==> src/rtl/cpu_types_pkg.sv <==
// Shared pipeline types: control bundle layout, bubble constant and per-stage data bundles.
package cpu_types_pkg;

    localparam int unsigned PIPE_CTRL_W = 16;
    localparam int unsigned WORD_W      = 32;
    localparam int unsigned REG_ADDR_W  = 5;

    // Control bundle; all-zero is a bubble (no side effects downstream).
    typedef struct packed {
        logic       reg_wen;
        logic       dmem_wen;
        logic       dmem_ren;
        logic       halt;
        logic [1:0] wb_sel;
        logic [1:0] pc_sel;
        logic       alu_src;
        logic [3:0] alu_op;
        logic       branch;
        logic       jump;
        logic       lui;
    } pipe_ctrl_t;

    localparam pipe_ctrl_t PIPE_CTRL_BUBBLE = '0;

    typedef struct packed {
        logic [WORD_W-1:0] pc4;
        logic [WORD_W-1:0] instr;
    } if_id_data_t;

    typedef struct packed {
        logic [WORD_W-1:0] pc4;
        logic [WORD_W-1:0] rdat1;
        logic [WORD_W-1:0] rdat2;
        logic [WORD_W-1:0] imm;
    } id_ex_data_t;

    typedef struct packed {
        logic [WORD_W-1:0]     pc4;
        logic [WORD_W-1:0]     alu_out;
        logic [WORD_W-1:0]     rdat2;
        logic [REG_ADDR_W-1:0] wsel;
    } ex_mem_data_t;

    typedef struct packed {
        logic [WORD_W-1:0]     pc4;
        logic [WORD_W-1:0]     alu_out;
        logic [WORD_W-1:0]     dload;
        logic [REG_ADDR_W-1:0] wsel;
    } mem_wb_data_t;

    localparam int unsigned PIPE_DATA_W = $bits(id_ex_data_t);

endpackage

==> src/rtl/pipe_entry_reg.sv <==
// One valid+data+ctrl storage slot; flush kills the entry and zeroes ctrl but keeps data.
module pipe_entry_reg #(
    parameter int unsigned DATA_W = 128,
    parameter int unsigned CTRL_W = 16
) (
    input  logic              CLK,
    input  logic              nRST,
    input  logic              load,
    input  logic              clear,
    input  logic              flush,
    input  logic [DATA_W-1:0] d_data,
    input  logic [CTRL_W-1:0] d_ctrl,
    output logic              q_valid,
    output logic [DATA_W-1:0] q_data,
    output logic [CTRL_W-1:0] q_ctrl
);

    always_ff @(posedge CLK or negedge nRST) begin
        if (!nRST) begin
            q_valid <= 1'b0;
            q_data  <= '0;
            q_ctrl  <= '0;
        end else if (flush) begin
            q_valid <= 1'b0;
            q_ctrl  <= '0;
        end else if (load) begin
            q_valid <= 1'b1;
            q_data  <= d_data;
            q_ctrl  <= d_ctrl;
        end else if (clear) begin
            q_valid <= 1'b0;
        end
    end

endmodule

==> src/rtl/pipe_stage_reg.sv <==
// Pipeline stage register with valid/ready handshake, optional 2-entry skid, flush, stall
// and a saturating backpressure counter.
module pipe_stage_reg
    import cpu_types_pkg::*;
#(
    parameter int unsigned DATA_W = PIPE_DATA_W,
    parameter int unsigned CTRL_W = PIPE_CTRL_W,
    parameter int unsigned SKID   = 1,
    parameter int unsigned CNT_W  = 16
) (
    input  logic              CLK,
    input  logic              nRST,
    input  logic              in_valid,
    output logic              in_ready,
    input  logic [DATA_W-1:0] in_data,
    input  logic [CTRL_W-1:0] in_ctrl,
    output logic              out_valid,
    input  logic              out_ready,
    output logic [DATA_W-1:0] out_data,
    output logic [CTRL_W-1:0] out_ctrl,
    input  logic              flush,
    input  logic              stall,
    output logic [1:0]        occupancy,
    output logic [CNT_W-1:0]  bp_count
);

    logic              head_valid;
    logic [DATA_W-1:0] head_data;
    logic [CTRL_W-1:0] head_ctrl;
    logic              skid_valid;
    logic              head_load;
    logic              head_clear;
    logic [DATA_W-1:0] head_d_data;
    logic [CTRL_W-1:0] head_d_ctrl;
    logic              in_fire;
    logic              out_fire;

    // Stall presents a bubble downstream; in_ready already folds in ~stall.
    assign out_valid = head_valid & ~stall;
    assign out_fire  = out_valid & out_ready;
    assign in_fire   = in_valid & in_ready & ~flush;
    assign out_data  = head_data;
    assign out_ctrl  = out_valid ? head_ctrl : CTRL_W'(0);
    assign occupancy = 2'(head_valid) + 2'(skid_valid);

    pipe_entry_reg #(.DATA_W(DATA_W), .CTRL_W(CTRL_W)) u_head (
        .CLK     (CLK),
        .nRST    (nRST),
        .load    (head_load),
        .clear   (head_clear),
        .flush   (flush),
        .d_data  (head_d_data),
        .d_ctrl  (head_d_ctrl),
        .q_valid (head_valid),
        .q_data  (head_data),
        .q_ctrl  (head_ctrl)
    );

    if (SKID != 0) begin : g_skid
        logic [DATA_W-1:0] skid_data;
        logic [CTRL_W-1:0] skid_ctrl;
        logic              skid_load;

        // Ready depends only on registered skid state, never on out_ready.
        assign in_ready    = ~skid_valid & ~stall;
        assign head_load   = (out_fire & skid_valid) | (in_fire & (~head_valid | out_fire));
        assign head_clear  = out_fire;
        assign head_d_data = skid_valid ? skid_data : in_data;
        assign head_d_ctrl = skid_valid ? skid_ctrl : in_ctrl;
        assign skid_load   = in_fire & head_valid & ~out_fire;

        pipe_entry_reg #(.DATA_W(DATA_W), .CTRL_W(CTRL_W)) u_skid (
            .CLK     (CLK),
            .nRST    (nRST),
            .load    (skid_load),
            .clear   (out_fire),
            .flush   (flush),
            .d_data  (in_data),
            .d_ctrl  (in_ctrl),
            .q_valid (skid_valid),
            .q_data  (skid_data),
            .q_ctrl  (skid_ctrl)
        );
    end else begin : g_single
        assign in_ready    = (~head_valid | out_ready) & ~stall;
        assign head_load   = in_fire;
        assign head_clear  = out_fire;
        assign head_d_data = in_data;
        assign head_d_ctrl = in_ctrl;
        assign skid_valid  = 1'b0;
    end

    // Backpressure cycles: head held, not stalled, downstream not ready; sticks at all-ones.
    always_ff @(posedge CLK or negedge nRST) begin
        if (!nRST) begin
            bp_count <= '0;
        end else if (head_valid && !stall && !out_ready && !(&bp_count)) begin
            bp_count <= bp_count + CNT_W'(1);
        end
    end

endmodule

==> config.mk <==
export PLATFORM = sky130hd
export DESIGN_NAME = pipe_stage_reg
export DESIGN_NICKNAME = d
export VERILOG_FILES = /design/src/rtl/cpu_types_pkg.sv /design/src/rtl/pipe_entry_reg.sv /design/src/rtl/pipe_stage_reg.sv
export SDC_FILE = /design/constraint.sdc
export NUM_CORES = 1
export LEC_CHECK = 0
export CAP_MARGIN = 25
export CORE_MARGIN = 2
export CORE_UTILIZATION = 54
export DETAILED_ROUTE_END_ITERATION = 12
export GPL_ROUTABILITY_DRIVEN = 0
export GPL_TIMING_DRIVEN = 1
export PLACE_DENSITY = 0.86
export SYNTH_ARGS = -nofsm -noshare
export SYNTH_HDL_FRONTEND = slang
export SYNTH_SLANG_ARGS = --single-unit
==> constraint.sdc <==
create_clock -name CLK -period 3.45 [get_ports CLK]
set_input_delay 0.69 -clock CLK [delete_from_list [all_inputs] [get_ports CLK]]
set_output_delay 0.69 -clock CLK [all_outputs]
set_load 0.1 [all_outputs]
### Word-level counts from Yosys, hierarchy flattened

Cells that the tools add are included.

| word-level totals | value |
|---|---|
| flip-flop bits (word level) | 306 |
| memory bits (writable) | 0 |
| logic and storage cells | 50 |
| input bits | 150 |
| output and inout bits | 164 |
| memories | 0 |
| latch bits | 0 |
| bits in read-only memories | 0 |

| operators by class | value |
|---|---|
| reduce and logical (&&, ||, !) cells | 13 |
| equality and inequality tests | 0 |
| multiplexer cells | 12 |
| add/subtract/negate cells | 2 |
| multiply operators | 0 |
| shift operators | 0 |
| $lt $le $gt $ge | 0 |
| divide/modulo/power cells | 0 |
| bitwise logic cells | 16 |

Operators by type and width:

| operator | number |
|---|---|
| $mux W128 | 1 |
| $mux W16 | 6 |
| $add A16 B1 Y16 const B | 1 |
| $reduce_and A16 Y1 | 1 |
| $and A1 B1 Y1 | 9 |
| $reduce_bool A3 Y1 | 2 |
| $mux W1 | 5 |
| $not A1 Y1 | 5 |
| $reduce_and A2 Y1 | 2 |
| $reduce_bool A2 Y1 | 2 |
| $logic_and A1 B1 Y1 | 3 |
| $logic_not A1 Y1 | 3 |
| $add A1 B1 Y2 | 1 |
| $or A1 B1 Y1 | 2 |

### Depth between registers and ports, before layout

| depth | value |
|---|---|
| word-level depth | 8 |
| depth in mapped cells | 7 |
| gate-level depth less buffers | 5 |

### Hierarchy

Synthesis repeated with hierarchy kept, for this count alone.

| unflattened totals | value |
|---|---|
| cell total of the unflattened synthesis | 912 |
| area total of the unflattened synthesis | 13689.4 µm² |

Modules (own cells, without submodules):

| module | cells each | times used | sequential area each (µm²) | area an instance (µm²) |
|---|---|---|---|---|
| pipe_entry_reg | 327 | 2 | 3628.5 | 5501.5 |
| pipe_stage_reg | 258 | 1 | 400.4 | 2686.3 |

### Least setup slack after synthesis

Ideal clock, no wire load.

| path | value |
|---|---|
| path type | input port to output port |
| start | input port stall |
| end | output port out_ctrl[10] |
| arrival time | 2863 ps |
| cell stages on the path | 4 |
| buffers on the path | 2 |
| data required time | 2760 ps |
| slack | -103 ps |
| cells stage by stage | nor2b_1 -> clkbuf_1 -> clkbuf_1 -> and2_1 |

| between the ends | value |
|---|---|
| word-level cells in the longest chain between the ends | 3 |

Ends and longest elaborated chain:

| element | line | RTL |
|---|---|---|
| from (decl) | pipe_stage_reg.sv:22 | `input logic stall,` |
| $not A1 Y1 | pipe_stage_reg.sv:39 | `assign out_valid = head_valid & ~stall;` |
| $and A1 B1 Y1 | pipe_stage_reg.sv:39 |  |
| net out_valid | pipe_stage_reg.sv:17 | `output logic out_valid,` |
| $mux W16 | pipe_stage_reg.sv:43 | `assign out_ctrl = out_valid ? head_ctrl : CTRL_W'(0);` |
| to (decl) | pipe_stage_reg.sv:20 | `output logic [CTRL_W-1:0] out_ctrl,` |

The timed path passes the listed nets, and every way through them passes these cells.

### Final worst setup path

| path | value |
|---|---|
| start | input port stall |
| end | output port out_ctrl[6] |

| between the ends | value |
|---|---|
| word-level cells in the longest chain between the ends | 3 |

Ends and longest elaborated chain:

| element | line |
|---|---|
| $not A1 Y1 | pipe_stage_reg.sv:39 |
| $and A1 B1 Y1 | pipe_stage_reg.sv:39 |
| $mux W16 | pipe_stage_reg.sv:43 |

No other way between the ends.

==> impl_metrics.ini <==
[drt]
wl_mm = 33.7
drtAntennaViolNets = 0
vias_per_cell = 5.38
drt_iter0_markers = 566
avgRoutedWirePerCell_um = 17.2
vias = 10500
dr.pass1.iters = 5
drc = 0

[cells_and_area]
ff_latch_area_um2 = 7660
final_common_cell = nand2_1
multiInputGateArea_um2 = 5010
drive_gt1_share_pct = 9.09
layout_common_cells = nand2_1 (422), dfrtp_1 (305), clkdlybuf4s50_1 (248), nor2_1 (148), mux2i_1 (145)
syn2layout_area_growth_pct = 34.8
n_fill_cell = 1562
nets = 1768

[cts]
cts_root_buf = clkbuf_16
cts.path.max_buffers = 3
cts_hold_buf = 0
cts.sinks = 306
clk_pin_slew_ns = 0.06
htree_levels = 1
postCtsResizedCells = 0
cts_inserted_buffers = 31
clk-insertion-delay-late_ns = 0.55
cts_tree = built
post_cts_buffers = 0

[global_routing]
gr-usage-all-layers_pct = 26.4
grt_max_degree = 145
antenna_found_initial = 1
grt_pass1_wl_mm = 55.2
grt_overflow = 0
first_global_vias = 10600

[yosys]
synth.net_count = 1492
synthArstFlopShare_pct = 100
syn_inst = 1340
ys_seq_area_share_pct = 58.6
ys.flop_type = dfrtp_1
yosysUniqueCellTypes = 30
synthesis.area_um2 = 13100
syn_avg_cell_area_um2 = 9.74
synth-edff-count = 0
ys_ff_latch = 306
ys.warnings.count = 0

[sta]
layout_setup_ws_ns = 0.543
worst_slew_pin_slew_ns = 1.07
post-route-period-util_pct = 84.3
period_needed_ns = 2.91
rsz0062_at_grt = false
maxSlewViolCount = 0
finalSetupViolations = 0
max_freq_ghz = 0.344
clock_skew_ns = 0.00630
hold_viol_final = 0
slew_headroom_pct = 29.0
tns_ns = 0

[placement]
io_buffer_count = 313
pre_cts_slack_ns = 0.419
place_hpwl_mm = 21.8

[floorplanning]
die_area_um2 = 25400
row_count = 56
io_pins = 314
die_width_um = 160
initial_utilization_pct = 55.3
core_area_um2 = 23600
die_h_um = 160

[critical_path]
endpoint_kind = output port
crit_chain = clkdlybuf4s50_1, nor2b_1, buf_4, and2_1, buf_12
path_max_fanout = 18
critPathSlowestCell = clkdlybuf4s50_1
arrival_ns = 2.22
critical-path-max-stage-delay_ns = 0.50
path_class = input port to output port
start_kind = input port
required_ns = 2.76

[power_and_ir_drop]
peakVddDrop_v = 0.000550
power_w = 0.0122
powerDensity_nw_per_um2 = 694
power_leakage_nw = 7.98

[flow_run]
maxCapViolations = 0

[status]
outcome = complete, no violations

[hold_path]
min_path_type = input port to async pin
## registers in the layout, summed over array words and instances (netlist names)
signal	count
g_skid.u_skid.q_ctrl	16
g_skid.u_skid.q_valid	1
g_skid.u_skid.q_data	128
u_head.q_data	128
u_head.q_valid	1
bp_count	16
u_head.q_ctrl	16
## report_power, final
group / internal [W] / switching [W] / leakage, nW / total (W)
Sequential: 0.00419 / 0.000365 / 3.79 / 0.00455
Combinational: 0.00102 / 0.00320 / 3.67 / 0.00423
Clock: 0.00205 / 0.00138 / 0.527 / 0.00344
Total: 0.00727 / 0.00495 / 7.98 / 0.0122
## worst max-delay path: cells and delay by family
| family | cells | cell delay, ns |
|---|---|---|
| buffers and inverters | 3 | 0.97 |
| AND/OR/NAND/NOR | 2 | 0.55 |
## layout make-up
class                   count  share of cell area [%]
flip-flops and latches    306                    43.5
multi-input cells         946                    28.5
repair buffers            331                    19.7
clock buffers              42                    5.15
well taps                 319                    2.27
clock inverters            14                   0.875
diodes                      1                  0.0142
## metal layers
layer	up-vias	GRT usage [%]	part of all wire (%)
met5	-	0	0
met1	5152	34.4	41
met4	0	6.69	2.4
met2	381	44.5	49
met3	55	6.54	7.6
li1	4947	-	-
## cell families (layout without fill, tap and decap cells)
group,count (synthesis),after routing,share of synthesized area [%]
AO/OA/AOI/OAI,147,147,5.98
AND/OR/NAND/NOR,636,636,19.8
other,0,1,0
multiplexers,146,146,11.2
XOR/XNOR,15,15,1.01
adder cells (fa/ha/maj),2,2,0.192
flip-flops,306,306,58.6
buffers and inverters,88,387,3.15
## cell usage after synthesis, types with 2 or more instances
library cell | number | area share, %
a211oi_1 | 17 | 0.98
a21oi_1 | 129 | 4.9
and2_1 | 17 | 0.81
buf_1 | 8 | 0.23
buf_2 | 17 | 0.65
buf_6 | 8 | 0.69
clkbuf_1 | 55 | 1.6
dfrtp_1 | 306 | 59
ha_1 | 2 | 0.19
mux2i_1 | 145 | 11
nand2_1 | 422 | 12
nand3_1 | 4 | 0.15
nand3b_1 | 16 | 0.92
nand4_1 | 7 | 0.34
nor2_1 | 148 | 4.3
nor2b_1 | 2 | 0.096
nor3_1 | 5 | 0.19
nor3_2 | 2 | 0.15
nor4_1 | 5 | 0.24
or2_2 | 2 | 0.096
xnor2_1 | 4 | 0.27
xor2_1 | 11 | 0.74
## path summary, 6_finish.rpt
path	start	depth (start not counted)	slack, ns	to
max	stall	5	0.54	out_ctrl[6]
min	nRST	1	0.12	bp_count[6]
max reg2reg	u_head.q_valid	5	1.20	g_skid.u_skid.q_data[58]
min reg2reg	g_skid.u_skid.q_data[82]	2	0.47	g_skid.u_skid.q_data[82]
max in group asynchronous	nRST	2	2.51	u_head.q_data[126]
min in group CLK	g_skid.u_skid.q_data[82]	2	0.47	g_skid.u_skid.q_data[82]
## through the flow
step	utilization, %	hold slack [ns]	area, um2	std cells
2_1_floorplan	-	0.394	13100	1340
3_3_place_gp	70.0	0.456	16500	1902
3_5_place_dp	70.0	0.462	16500	1902
4_1_cts	74.5	0.133	17600	1958
5_1_grt	74.5	0.141	17600	1959
6_report	74.5	0.121	17600	1959
Power figures use the tool's default switching activity.
